### src/rtl/cvxif_copro_responder_if.sv
// CV-X-IF issue and result channels between the issue stage (master) and a coprocessor (slave).
// Signal suffixes are from the responder's point of view.
interface cvxif_copro_responder_if #(
  parameter int unsigned XLEN          = 64,
  parameter int unsigned TRANS_ID_BITS = 3
);
  logic                     x_issue_valid_i;
  logic                     x_issue_ready_o;
  logic [31:0]              x_off_instr_i;
  logic [TRANS_ID_BITS-1:0] x_trans_id_i;
  logic [XLEN-1:0]          x_rs1_i;
  logic [XLEN-1:0]          x_rs2_i;
  logic                     x_accept_o;
  logic                     x_writeback_o;
  logic                     x_result_valid_o;
  logic                     x_result_ready_i;
  logic [TRANS_ID_BITS-1:0] x_result_trans_id_o;
  logic [XLEN-1:0]          x_result_data_o;
  logic                     x_result_we_o;
  logic                     x_result_exc_o;

  modport slave (
    input  x_issue_valid_i, x_off_instr_i, x_trans_id_i, x_rs1_i, x_rs2_i, x_result_ready_i,
    output x_issue_ready_o, x_accept_o, x_writeback_o, x_result_valid_o,
           x_result_trans_id_o, x_result_data_o, x_result_we_o, x_result_exc_o
  );

  modport master (
    output x_issue_valid_i, x_off_instr_i, x_trans_id_i, x_rs1_i, x_rs2_i, x_result_ready_i,
    input  x_issue_ready_o, x_accept_o, x_writeback_o, x_result_valid_o,
           x_result_trans_id_o, x_result_data_o, x_result_we_o, x_result_exc_o
  );
endinterface

### src/rtl/cvxif_copro_responder.sv
// Reference CV-X-IF coprocessor: decodes custom-0 CADD/CMUL/CNOP, runs a shift-add multiplier,
// and returns one tagged result per issued instruction through a small result FIFO.
module cvxif_copro_responder #(
  parameter int unsigned XLEN          = 64,
  parameter int unsigned TRANS_ID_BITS = 3,
  parameter int unsigned FIFO_DEPTH    = 4
) (
  input  logic                   clk_i,
  input  logic                   rst_ni,
  input  logic                   flush_i,
  cvxif_copro_responder_if.slave x_if
);
  localparam int unsigned PTR_W  = $clog2(FIFO_DEPTH);
  localparam int unsigned CNT_W  = $clog2(FIFO_DEPTH) + 1;
  localparam int unsigned STEP_W = $clog2(XLEN);

  localparam logic [6:0]        OPC_CUSTOM0 = 7'b0001011;
  localparam logic [2:0]        F3_CADD     = 3'b000;
  localparam logic [2:0]        F3_CMUL     = 3'b001;
  localparam logic [2:0]        F3_CNOP     = 3'b010;
  localparam logic [STEP_W-1:0] LAST_STEP   = STEP_W'(XLEN - 1);
  localparam logic [CNT_W-1:0]  DEPTH_C     = CNT_W'(FIFO_DEPTH);

  typedef enum logic [0:0] {
    IDLE = 1'b0,
    MUL  = 1'b1
  } state_e;

  typedef struct packed {
    logic [TRANS_ID_BITS-1:0] id;
    logic [XLEN-1:0]          data;
    logic                     we;
    logic                     exc;
  } entry_t;

  state_e                   state_q;
  logic [XLEN-1:0]          mcand_q;
  logic [XLEN-1:0]          mplier_q;
  logic [XLEN-1:0]          acc_q;
  logic [STEP_W-1:0]        step_q;
  logic [TRANS_ID_BITS-1:0] mul_id_q;

  entry_t                   mem_q [FIFO_DEPTH];
  logic [PTR_W-1:0]         wr_ptr_q;
  logic [PTR_W-1:0]         rd_ptr_q;
  logic [CNT_W-1:0]         count_q;

  logic                     is_cadd_s;
  logic                     is_cmul_s;
  logic                     is_cnop_s;
  logic                     accept_s;
  logic                     issue_ready_s;
  logic                     xfer_s;
  logic [XLEN-1:0]          acc_sum_s;
  logic                     push_s;
  entry_t                   push_entry_s;
  logic                     fifo_empty_s;
  logic                     pop_s;
  entry_t                   head_s;

  // Instruction decode: only custom-0 with a known funct3 is recognised.
  always_comb begin
    is_cadd_s = 1'b0;
    is_cmul_s = 1'b0;
    is_cnop_s = 1'b0;
    if (x_if.x_off_instr_i[6:0] == OPC_CUSTOM0) begin
      case (x_if.x_off_instr_i[14:12])
        F3_CADD: is_cadd_s = 1'b1;
        F3_CMUL: is_cmul_s = 1'b1;
        F3_CNOP: is_cnop_s = 1'b1;
        default: is_cadd_s = 1'b0;
      endcase
    end else begin
      is_cadd_s = 1'b0;
    end
  end

  assign accept_s      = is_cadd_s | is_cmul_s | is_cnop_s;
  assign issue_ready_s = (state_q == IDLE) && (count_q < DEPTH_C);
  assign xfer_s        = x_if.x_issue_valid_i && issue_ready_s;
  assign acc_sum_s     = acc_q + (mplier_q[0] ? mcand_q : {XLEN{1'b0}});

  assign x_if.x_issue_ready_o = issue_ready_s;
  assign x_if.x_accept_o      = accept_s;
  assign x_if.x_writeback_o   = is_cadd_s | is_cmul_s;

  // Multiply sequencer: one shift-add step per MUL cycle, XLEN steps in total.
  always_ff @(posedge clk_i or negedge rst_ni) begin
    if (!rst_ni) begin
      state_q  <= IDLE;
      mcand_q  <= '0;
      mplier_q <= '0;
      acc_q    <= '0;
      step_q   <= '0;
      mul_id_q <= '0;
    end else if (flush_i) begin
      state_q  <= IDLE;
      mcand_q  <= '0;
      mplier_q <= '0;
      acc_q    <= '0;
      step_q   <= '0;
      mul_id_q <= '0;
    end else begin
      case (state_q)
        IDLE: begin
          if (xfer_s && is_cmul_s) begin
            state_q  <= MUL;
            mcand_q  <= x_if.x_rs1_i;
            mplier_q <= x_if.x_rs2_i;
            acc_q    <= '0;
            step_q   <= '0;
            mul_id_q <= x_if.x_trans_id_i;
          end else begin
            state_q  <= IDLE;
          end
        end
        MUL: begin
          acc_q    <= acc_sum_s;
          mcand_q  <= mcand_q << 1;
          mplier_q <= mplier_q >> 1;
          step_q   <= step_q + STEP_W'(1);
          if (step_q == LAST_STEP) begin
            state_q <= IDLE;
          end else begin
            state_q <= MUL;
          end
        end
        default: state_q <= IDLE;
      endcase
    end
  end

  // Result source select; an issue can never coincide with the final multiply step.
  always_comb begin
    push_s       = 1'b0;
    push_entry_s = '0;
    if ((state_q == MUL) && (step_q == LAST_STEP)) begin
      push_s            = 1'b1;
      push_entry_s.id   = mul_id_q;
      push_entry_s.data = acc_sum_s;
      push_entry_s.we   = 1'b1;
      push_entry_s.exc  = 1'b0;
    end else if (xfer_s && !is_cmul_s) begin
      push_s            = 1'b1;
      push_entry_s.id   = x_if.x_trans_id_i;
      push_entry_s.data = is_cadd_s ? (x_if.x_rs1_i + x_if.x_rs2_i) : {XLEN{1'b0}};
      push_entry_s.we   = is_cadd_s;
      push_entry_s.exc  = !accept_s;
    end else begin
      push_s = 1'b0;
    end
  end

  assign fifo_empty_s = (count_q == '0);
  assign pop_s        = !fifo_empty_s && x_if.x_result_ready_i;

  // Result FIFO storage and occupancy; flush drops everything, including a same-cycle push.
  always_ff @(posedge clk_i or negedge rst_ni) begin
    if (!rst_ni) begin
      for (int i = 0; i < FIFO_DEPTH; i++) begin
        mem_q[i] <= '0;
      end
      wr_ptr_q <= '0;
      rd_ptr_q <= '0;
      count_q  <= '0;
    end else if (flush_i) begin
      wr_ptr_q <= '0;
      rd_ptr_q <= '0;
      count_q  <= '0;
    end else begin
      if (push_s) begin
        mem_q[wr_ptr_q] <= push_entry_s;
        wr_ptr_q        <= wr_ptr_q + PTR_W'(1);
      end
      if (pop_s) begin
        rd_ptr_q <= rd_ptr_q + PTR_W'(1);
      end
      case ({push_s, pop_s})
        2'b10:   count_q <= count_q + CNT_W'(1);
        2'b01:   count_q <= count_q - CNT_W'(1);
        default: count_q <= count_q;
      endcase
    end
  end

  assign head_s = fifo_empty_s ? entry_t'('0) : mem_q[rd_ptr_q];

  assign x_if.x_result_valid_o    = !fifo_empty_s;
  assign x_if.x_result_trans_id_o = head_s.id;
  assign x_if.x_result_data_o     = head_s.data;
  assign x_if.x_result_we_o       = head_s.we;
  assign x_if.x_result_exc_o      = head_s.exc;
endmodule

### src/flat_wrapper.sv
// flat-port wrapper written by rule: the top's interface ports become plain ports
module cvxif_copro_responder_flat 
#(
  parameter int unsigned XLEN          = 64,
  parameter int unsigned TRANS_ID_BITS = 3,
  parameter int unsigned FIFO_DEPTH    = 4
)
  (clk_i, rst_ni, flush_i, x_if_x_issue_valid_i, x_if_x_off_instr_i, x_if_x_trans_id_i, x_if_x_rs1_i, x_if_x_rs2_i, x_if_x_result_ready_i, x_if_x_issue_ready_o, x_if_x_accept_o, x_if_x_writeback_o, x_if_x_result_valid_o, x_if_x_result_trans_id_o, x_if_x_result_data_o, x_if_x_result_we_o, x_if_x_result_exc_o);
  cvxif_copro_responder_if #(.XLEN(XLEN), .TRANS_ID_BITS(TRANS_ID_BITS)) x_if_i ();
  input  logic clk_i;
  input  logic rst_ni;
  input  logic flush_i;
  input wire logic [$bits(x_if_i.x_issue_valid_i)-1:0] x_if_x_issue_valid_i;
  input wire logic [$bits(x_if_i.x_off_instr_i)-1:0] x_if_x_off_instr_i;
  input wire logic [$bits(x_if_i.x_trans_id_i)-1:0] x_if_x_trans_id_i;
  input wire logic [$bits(x_if_i.x_rs1_i)-1:0] x_if_x_rs1_i;
  input wire logic [$bits(x_if_i.x_rs2_i)-1:0] x_if_x_rs2_i;
  input wire logic [$bits(x_if_i.x_result_ready_i)-1:0] x_if_x_result_ready_i;
  output wire logic [$bits(x_if_i.x_issue_ready_o)-1:0] x_if_x_issue_ready_o;
  output wire logic [$bits(x_if_i.x_accept_o)-1:0] x_if_x_accept_o;
  output wire logic [$bits(x_if_i.x_writeback_o)-1:0] x_if_x_writeback_o;
  output wire logic [$bits(x_if_i.x_result_valid_o)-1:0] x_if_x_result_valid_o;
  output wire logic [$bits(x_if_i.x_result_trans_id_o)-1:0] x_if_x_result_trans_id_o;
  output wire logic [$bits(x_if_i.x_result_data_o)-1:0] x_if_x_result_data_o;
  output wire logic [$bits(x_if_i.x_result_we_o)-1:0] x_if_x_result_we_o;
  output wire logic [$bits(x_if_i.x_result_exc_o)-1:0] x_if_x_result_exc_o;
  assign x_if_i.x_issue_valid_i = x_if_x_issue_valid_i;
  assign x_if_i.x_off_instr_i = x_if_x_off_instr_i;
  assign x_if_i.x_trans_id_i = x_if_x_trans_id_i;
  assign x_if_i.x_rs1_i = x_if_x_rs1_i;
  assign x_if_i.x_rs2_i = x_if_x_rs2_i;
  assign x_if_i.x_result_ready_i = x_if_x_result_ready_i;
  assign x_if_x_issue_ready_o = x_if_i.x_issue_ready_o;
  assign x_if_x_accept_o = x_if_i.x_accept_o;
  assign x_if_x_writeback_o = x_if_i.x_writeback_o;
  assign x_if_x_result_valid_o = x_if_i.x_result_valid_o;
  assign x_if_x_result_trans_id_o = x_if_i.x_result_trans_id_o;
  assign x_if_x_result_data_o = x_if_i.x_result_data_o;
  assign x_if_x_result_we_o = x_if_i.x_result_we_o;
  assign x_if_x_result_exc_o = x_if_i.x_result_exc_o;
  cvxif_copro_responder #(.XLEN(XLEN), .TRANS_ID_BITS(TRANS_ID_BITS), .FIFO_DEPTH(FIFO_DEPTH)) u_core (.clk_i(clk_i), .rst_ni(rst_ni), .flush_i(flush_i), .x_if(x_if_i));
endmodule
### config.mk
export PLATFORM = sky130hd
export DESIGN_NAME = cvxif_copro_responder_flat
export DESIGN_NICKNAME = d
export VERILOG_FILES = /design/src/rtl/cvxif_copro_responder_if.sv /design/src/rtl/cvxif_copro_responder.sv /design/src/flat_wrapper.sv
export SDC_FILE = /design/constraint.sdc
export NUM_CORES = 1
export LEC_CHECK = 0
export CORE_MARGIN = 5
export CORE_UTILIZATION = 43
export CTS_CLUSTER_DIAMETER = 50
export DETAILED_ROUTE_END_ITERATION = 12
export GPL_TIMING_DRIVEN = 0
export PLACE_DENSITY = 0.69
export SLEW_MARGIN = 30
export SYNTH_ARGS = -nofsm -noshare
export SYNTH_HDL_FRONTEND = slang
export SYNTH_SLANG_ARGS = --single-unit
### constraint.sdc
create_clock -name clk_i -period 3.7 [get_ports clk_i]
set_input_delay 0.37 -clock clk_i [delete_from_list [all_inputs] [get_ports clk_i]]
set_output_delay 0.37 -clock clk_i [all_outputs]
set_load 0.01 [all_outputs]
==> run summary, run 1 <==
Cell count of the worst reg-to-reg path = 15
Critical Path Sink = u_core.mem_q[268]
Synth cell types = 90
Endpoints failing hold = 0
Share of layout cells above drive strength 1 = 0.136
Die Span Y = 275 µm
Largest net degree at the start of global routing = 74
Die Span X = 275 µm
Mapped Avg Cell Area = 8.56 µm²
Syn Nets = 3833
Area grow syn2layout = 25.0%
Ys async rst share = 1.00
Setup WS pre-CTS = -1.39 ns
# diodes = 0
Complex-gate fraction of the synthesized area = 0.233
Final Cycle Share = 1.01
Simple logic cell fraction of the synthesized area = 0.186
Min cycle time layout = 3.72 ns
Initial DRC Count = 2632
Max VDD drop = 410 µV
Internal power = 10.4 mW
Power per cell area = 398 nW/µm²
Number of enable flip-flop cells after synthesis = 0
Slowest CP cell = dfrtp_2
CP max FO = 4
Failing checks = setup timing
Skew final = 0.0237 ns
Worst setup EP type = register
First-pass GRT wire length = 160000 µm
Sequential power share = 0.387
Clock slew at reported path FFs = 0.06 ns
Post-synth top cells = nand2_1 (645), dfrtp_1 (485), a21oi_1 (459)
Die Area = 75700 µm²
Largest family of logic cells by synthesized area = compound AO/OA/AOI/OAI gates
Initial antenna violation count = 0
Max cap viols = 0
Vias in the first global route = 27210
Count leader, synth = nand2_1
Post-DP HPWL = 82200 µm
Yosys Warn Count = 0
Initial Utilization = 0.433
Status = finished, violations left
GP Congestion = 0.978
Routed Wire Length = 108000 µm
Reg2reg end = u_core.mem_q[268]
Slew @ Worst Pin = 1.00 ns
Leading area contributor after synthesis = dfrtp_1
Avg WL per Cell = 22.2 µm
Port Buffers = 216
Req. time, crit path = 4.27 ns
Nets@finish = 4178
Adder-cell share of the synthesized area = 0.0562
P_sw = 4.65 mW
Leakage = 15.7 nW
FF-to-FF setup slack = -0.02 ns
Critical Path Start = u_core.mplier_q[0]
Core Footprint = 69900 µm²
FF+latch count, synth = 485
Num ports = 241
CP Class = reg2reg
HP Class = in2async
Slowest stage delay, CP = 0.43 ns
Top-area cell type share of the netlist area = 0.401
Setup slack after layout = -0.0209 ns
Final Total Pwr = 15.0 mW
Final ANT Viol Nets = 0
Reg-to-Reg Start = u_core.mplier_q[0]
CTS sink cnt = 485
Max Clock Freq = 269 MHz
Most frequent CP cell = a21oi_4
Drt first pass iters = 7
Top post-synthesis cells by area = dfrtp_1 (40%), nand2_1 (8.0%), a21oi_1 (7.6%)
Root buffer cell = clkbuf_16
Slew Limit Fails = 0
RSZ-0062 raised after global routing = true
Vias = 28442
Drc violations = 0
Clock H-tree levels = 2
Clock network fraction of total power = 0.388
Synth Area in XOR/XNOR = 0.0321
Top FF cell, synth = dfrtp_1
Later-pin clock latency in the skew report = 0.64 ns
Num CTS Buffers = 57
Crit path launch type = register
Rows = 97
Crit-path cells = buf_6 > clkbuf_8 > nand2_2 > inv_1 > ha_4 > a21oi_4 > nand4b_1 > a21oi_4 > o2111ai_4 > a41oi_4 > a211oi_4 > o31a_1 > mux2_4 > o221a_4 > a21oi_2
Sequential-to-total area share from yosys stat = 0.401
Crit path DAT = 4.29 ns
Clk buf depth = 3
Sw frac = 0.309
Aggregate global-route resource usage = 0.274
Mapped cell area = 30200 µm²
Relative max-transition margin = 0.332
Setup violators final = 2
Grt total ovfl = 0
Comb pwr share = 0.226
Vias per cell = 5.85
Synth Instances = 3531
CTS tree = done
Post-synthesis mux area share = 0.0554
final cells by class:
| cell class | count | area, µm² |
|---|---|---|
| Fill cell | 6413 | 32100 |
| Multi-Input combinational cell | 2763 | 18300 |
| Sequential cell | 485 | 12100 |
| Timing Repair Buffer | 301 | 3020 |
| Clock buffer | 73 | 1570 |
| Tap cell | 940 | 1180 |
| Buffer | 230 | 1040 |
| Clock inverter | 33 | 407 |
| Inverter | 38 | 143 |
how the worst min path moves through the flow:
stage	end	from	cells past startpoint	slack (ns)
after CTS	u_core.mem_q[128]	rst_ni	2	0.27
after floorplan	u_core.acc_q[0]	rst_ni	0	0.07
after global placement	u_core.mem_q[160]	u_core.mem_q[160]	2	0.46
after detailed placement	u_core.mem_q[193]	rst_ni	1	0.34
after global routing	u_core.mem_q[120]	rst_ni	2	0.29
final	u_core.mem_q[122]	rst_ni	2	0.27
logic make-up (layout without fill, tap and decap cells):
logic type | Yosys count | after routing
buffers and inverters | 283 | 675
adders and majority gates | 134 | 134
AOI/OAI and AO/OA | 1172 | 1172
and+or+nand+nor | 1266 | 1266
DFF | 485 | 485
muxes | 80 | 80
xor gates and xnor gates | 111 | 111
sequential cells by signal (all words and copies together) (netlist names):
register         count
u_core.acc_q        64
u_core.count_q       3
u_core.mcand_q      64
u_core.mem_q       276
u_core.mplier_q     64
u_core.mul_id_q      3
u_core.rd_ptr_q      2
u_core.state_q       1
u_core.step_q        6
u_core.wr_ptr_q      2
worst max-delay path: cells and delay by family, from the launching register on:
| family | cells | cell delay (ns) |
|---|---|---|
| AOI/OAI and AO/OA | 8 | 2.00 |
| DFF | 1 | 0.43 |
| adders and majority gates | 1 | 0.22 |
| buffers and inverters | 3 | 0.37 |
| and+or+nand+nor | 2 | 0.30 |
| muxes | 1 | 0.33 |
through the flow:
| stage | cells | area (µm²) | hold slack [ns] | util | TNS, ns |
|---|---|---|---|---|---|
| detailed placement | 4695 | 33800 | 0.344 | 0.484 | -213.41 |
| floorplan | 3531 | 30200 | 0.0744 | - | 0 |
| finish | 4863 | 37800 | 0.271 | 0.541 | -0.0309 |
| global route | 4863 | 37800 | 0.286 | 0.541 | -2.05 |
| global placement | 4687 | 33600 | 0.456 | 0.480 | -9675.19 |
| CTS | 4829 | 36700 | 0.269 | 0.525 | -28.09 |
power groups by stage:
stage / clock [mW] / combinational, mW / sequential [mW]
after floorplan: 0 / 1.96 / 5.83
after global placement: 0 / 3.28 / 5.89
after detailed placement: 0 / 3.34 / 5.88
after CTS: 5.92 / 3.40 / 5.79
after global routing: 6.14 / 3.68 / 5.85
final: 5.83 / 3.39 / 5.82
placed cells by master (no fill, tap or decap), types with 12 or more instances in the layout:
cell	count
buf_6	17
a21oi_1	434
a21oi_2	23
dfrtp_1	484
nand4_1	49
o21ai_0	315
o21ai_2	12
buf_1	17
xnor2_1	72
nand3_1	22
a31oi_1	29
xor2_1	33
or3_1	12
buf_4	66
nor3_1	16
ha_4	23
a22o_1	51
a22oi_2	21
mux4_2	69
and2_1	140
clkbuf_1	175
o21bai_1	28
o21ai_1	27
clkbuf_16	58
buf_2	21
nand2_1	641
nor2_1	270
a22oi_1	26
a21o_1	70
nand2b_1	15
clkdlybuf4s50_1	215
ha_1	97
inv_1	37
what timing repair did:
item / CTS / global route
endpoints found under the setup margin: 387 / 354
gates cloned: 1 / 0
gates resized for setup: 134 / 187
hold buffers: 1 / 0
pin swaps: 25 / 62
hold endpoints to repair: 50 / 0
buffers inserted: 33 / 44
per-layer routing:
| layer | part of all wire | GRT usage | up-vias |
|---|---|---|---|
| met1 | 0.42 | 0.375 | 13789 |
| met2 | 0.45 | 0.424 | 1196 |
| li1 | - | - | 13211 |
| met5 | 0 | 0 | - |
| met4 | 0.052 | 0.116 | 0 |
| met3 | 0.087 | 0.0569 | 246 |
(Power assumes the default switching activity.)
==> run 2: changes to the inputs <==
--- a/config.mk
+++ b/config.mk
@@ -5,12 +5,14 @@
 export SDC_FILE = /design/constraint.sdc
 export NUM_CORES = 1
 export LEC_CHECK = 0
+export CELL_PAD_IN_SITES_DETAIL_PLACEMENT = 0
+export CELL_PAD_IN_SITES_GLOBAL_PLACEMENT = 1
 export CORE_MARGIN = 5
-export CORE_UTILIZATION = 43
+export CORE_UTILIZATION = 41
 export CTS_CLUSTER_DIAMETER = 50
 export DETAILED_ROUTE_END_ITERATION = 12
 export GPL_TIMING_DRIVEN = 0
-export PLACE_DENSITY = 0.69
+export PLACE_DENSITY = 0.82
 export SLEW_MARGIN = 30
 export SYNTH_ARGS = -nofsm -noshare
 export SYNTH_HDL_FRONTEND = slang
==> run 2 against run 1 <==
The flow still finishes with violations (setup timing). Cell area is 0.12% higher. Core utilization down 2.3 points. Combinational power is essentially flat. Worst hold slack lost 0.029 ns. Global-route usage fell by 1.0 points. First-iteration DRC count is 15% lower. Sequential power barely moved. Clock skew grew 0.0028 ns. Clock power rose by 3.8%. Count of clock-buffer cells in the layout is 3 higher.
==> run summary, run 2 (same netlist as run 1, synthesis figures left out) <==
Status = finished, violations left
Failing checks = setup timing
Setup slack after layout = -0.00922 ns (+0.0117 ns)
Slew @ Worst Pin = 0.970 ns (-0.0323 ns)
Post-Layout Inst Area = 37900 µm² (+0.12%)
Area grow syn2layout = 25.2%
Crit path DAT = 4.20 ns (-0.09 ns)
Vias = 27937 (-1.8%)
Endpoints failing hold = 0 (unchanged)
Max VDD drop = 397 µV (-3.2%)
Crit path launch type = register
Vias in the first global route = 27423 (+0.78%)
Critical Path Start = u_core.mplier_q[0]
Max Clock Freq = 270 MHz (+0.32%)
CTS sink cnt = 485 (unchanged)
Grt total ovfl = 0 (unchanged)
Num ports = 241 (unchanged)
Rows = 99 (+2.1%)
Fillers = 6887 (+7.4%)
Largest net degree at the start of global routing = 88 (+19%)
CTS tree = done
Share of layout cells above drive strength 1 = 0.135 (-0.000441)
Aggregate global-route resource usage = 0.263 (-0.0102)
Final core occ = 0.518 (-0.0229)
Leakage = 15.7 nW (+0.28%)
Slew Limit Fails = 0 (unchanged)
Drt first pass iters = 7 (unchanged)
Core Footprint = 73100 µm² (+4.5%)
Drc violations = 0 (unchanged)
Initial antenna violation count = 0 (unchanged)
Vias per cell = 5.72 (-2.1%)
Worst hold margin = 0.242 ns (-0.0291 ns)
Req. time, crit path = 4.20 ns (-0.07 ns)
Worst setup EP type = register
First-pass GRT wire length = 163000 µm (+1.8%)
Later-pin clock latency in the skew report = 0.64 ns (about the same)
GP Congestion = 0.983 (+0.48%)
Clk buf depth = 3 (unchanged)
CP Class = reg2reg
Clock H-tree levels = 2 (unchanged)
Skew final = 0.0266 ns (+0.00285 ns)
Fin cells = 4880 (+0.35%)
Final ANT Viol Nets = 0 (unchanged)
Most frequent CP cell = buf_6
Relative max-transition margin = 0.354 (+0.0216)
Placed cell area = 33800 µm² (unchanged)
Root buffer cell = clkbuf_16
CP max FO = 10 (+6)
HP Class = in2async
Die Area = 79300 µm² (+4.7%)
Post-DP HPWL = 83400 µm (+1.4%)
Placed Cells = 4713 (+0.38%)
Die Span Y = 282 µm (+2.3%)
Most common cell after layout, fill and taps aside = nand2_1
Power per cell area = 403 nW/µm² (+1.5%)
Slowest CP cell = or3_4
RSZ-0062 raised after global routing = true
Routed Wire Length = 108000 µm (about the same)
Die Span X = 282 µm (+2.3%)
# diodes = 0 (unchanged)
Reg-to-Reg Start = u_core.mplier_q[0]
Avg WL per Cell = 22.2 µm (-0.25%)
Setup Total Neg Slack = -0.0337 ns (-0.00276 ns)
Min cycle time layout = 3.71 ns (-0.0117 ns)
Port Buffers = 216 (unchanged)
Setup WS pre-CTS = -1.51 ns (-0.115 ns)
Clock slew at reported path FFs = 0.06 ns (about the same)
Max cap viols = 0 (unchanged)
Final Total Pwr = 15.3 mW (+1.6%)
Final Cycle Share = 1.00 (-0.00316)
Max FFs per register = 276 (unchanged)
Initial Utilization = 0.414 (-0.0188)
Nets@finish = 4174 (-0.096%)
Initial DRC Count = 2247 (-15%)
Most frequent cells in the layout = nand2_1 (642), dfrtp_1 (484), a21oi_1 (433)
Top reg by flops = u_core.mem_q
Crit-path cells = buf_6 > buf_6 > buf_6 > and2_1 > ha_1 > buf_6 > nand4_1 > or3_4 > nor4_4 > a211oi_4 > o31a_1 > buf_6 > xnor2_2 > a22oi_2 > buf_6 > o21ai_0
Setup violators final = 4 (+2)
Num CTS Buffers = 59 (+3.5%)
Slowest stage delay, CP = 0.45 ns (+0.02 ns)
-- run 2: where the power goes --
group          leakage [nW]  total, mW  switching, mW  internal [mW]
Combinational          8.01       3.40           2.03           1.36
Clock                  1.00       6.05           2.48           3.57
Sequential             6.70       5.82          0.202           5.62
Total                  15.7       15.3           4.71           10.6
-- run 2: what timing repair did --
action | CTS | global route
pin swaps | 45 | 62
buffers inserted | 33 | 40
setup endpoints to repair | 398 | 206
hold endpoints to repair | 49 | 0
hold buffers | 1 | 0
gates resized for setup | 132 | 198
-- run 2: path summary, 6_finish.rpt --
kind | end | slack (ns) | cells after the start
worst min-delay path | u_core.mplier_q[10] | 0.24 | 2
worst min register to register | u_core.mem_q[43] | 0.48 | 2
worst max register to register | u_core.mem_q[126] | -0.009 | 16
min in group clk_i | u_core.mplier_q[63] | 0.38 | 3
worst max-delay path | u_core.mem_q[126] | -0.009 | 16
max in group asynchronous | u_core.mem_q[52] | 1.88 | 5
-- run 2: cell type report --
type / instances / area, µm² / area share
inverter: 38 / 145 / 0.00383
sequential: 485 / 12100 / 0.321
clock buffer: 76 / 1660 / 0.0439
multi-input combinational: 2763 / 18300 / 0.483
clock inverter: 34 / 407 / 0.0107
tap: 959 / 1200 / 0.0317
buffer: 229 / 1060 / 0.0281
timing repair buffer: 296 / 2950 / 0.0779
-- run 2: worst max-delay path, delay by kind of cell (launching register included) --
family          cells  cell delay [ns]
flops               1             0.44
compound gates      4             0.81
fa+ha+maj           1             0.28
xor+xnor            1             0.14
buf+inv             6             0.81
simple gates        4             1.07
-- run 2: routing by layer --
metal / up-vias / part of all wire / global-route usage
met4: 0 / 0.028 / 0.0695
li1: 13193 / - / -
met1: 13584 / 0.43 / 0.374
met5: - / 0 / 0
met2: 998 / 0.47 / 0.431
met3: 162 / 0.071 / 0.0347
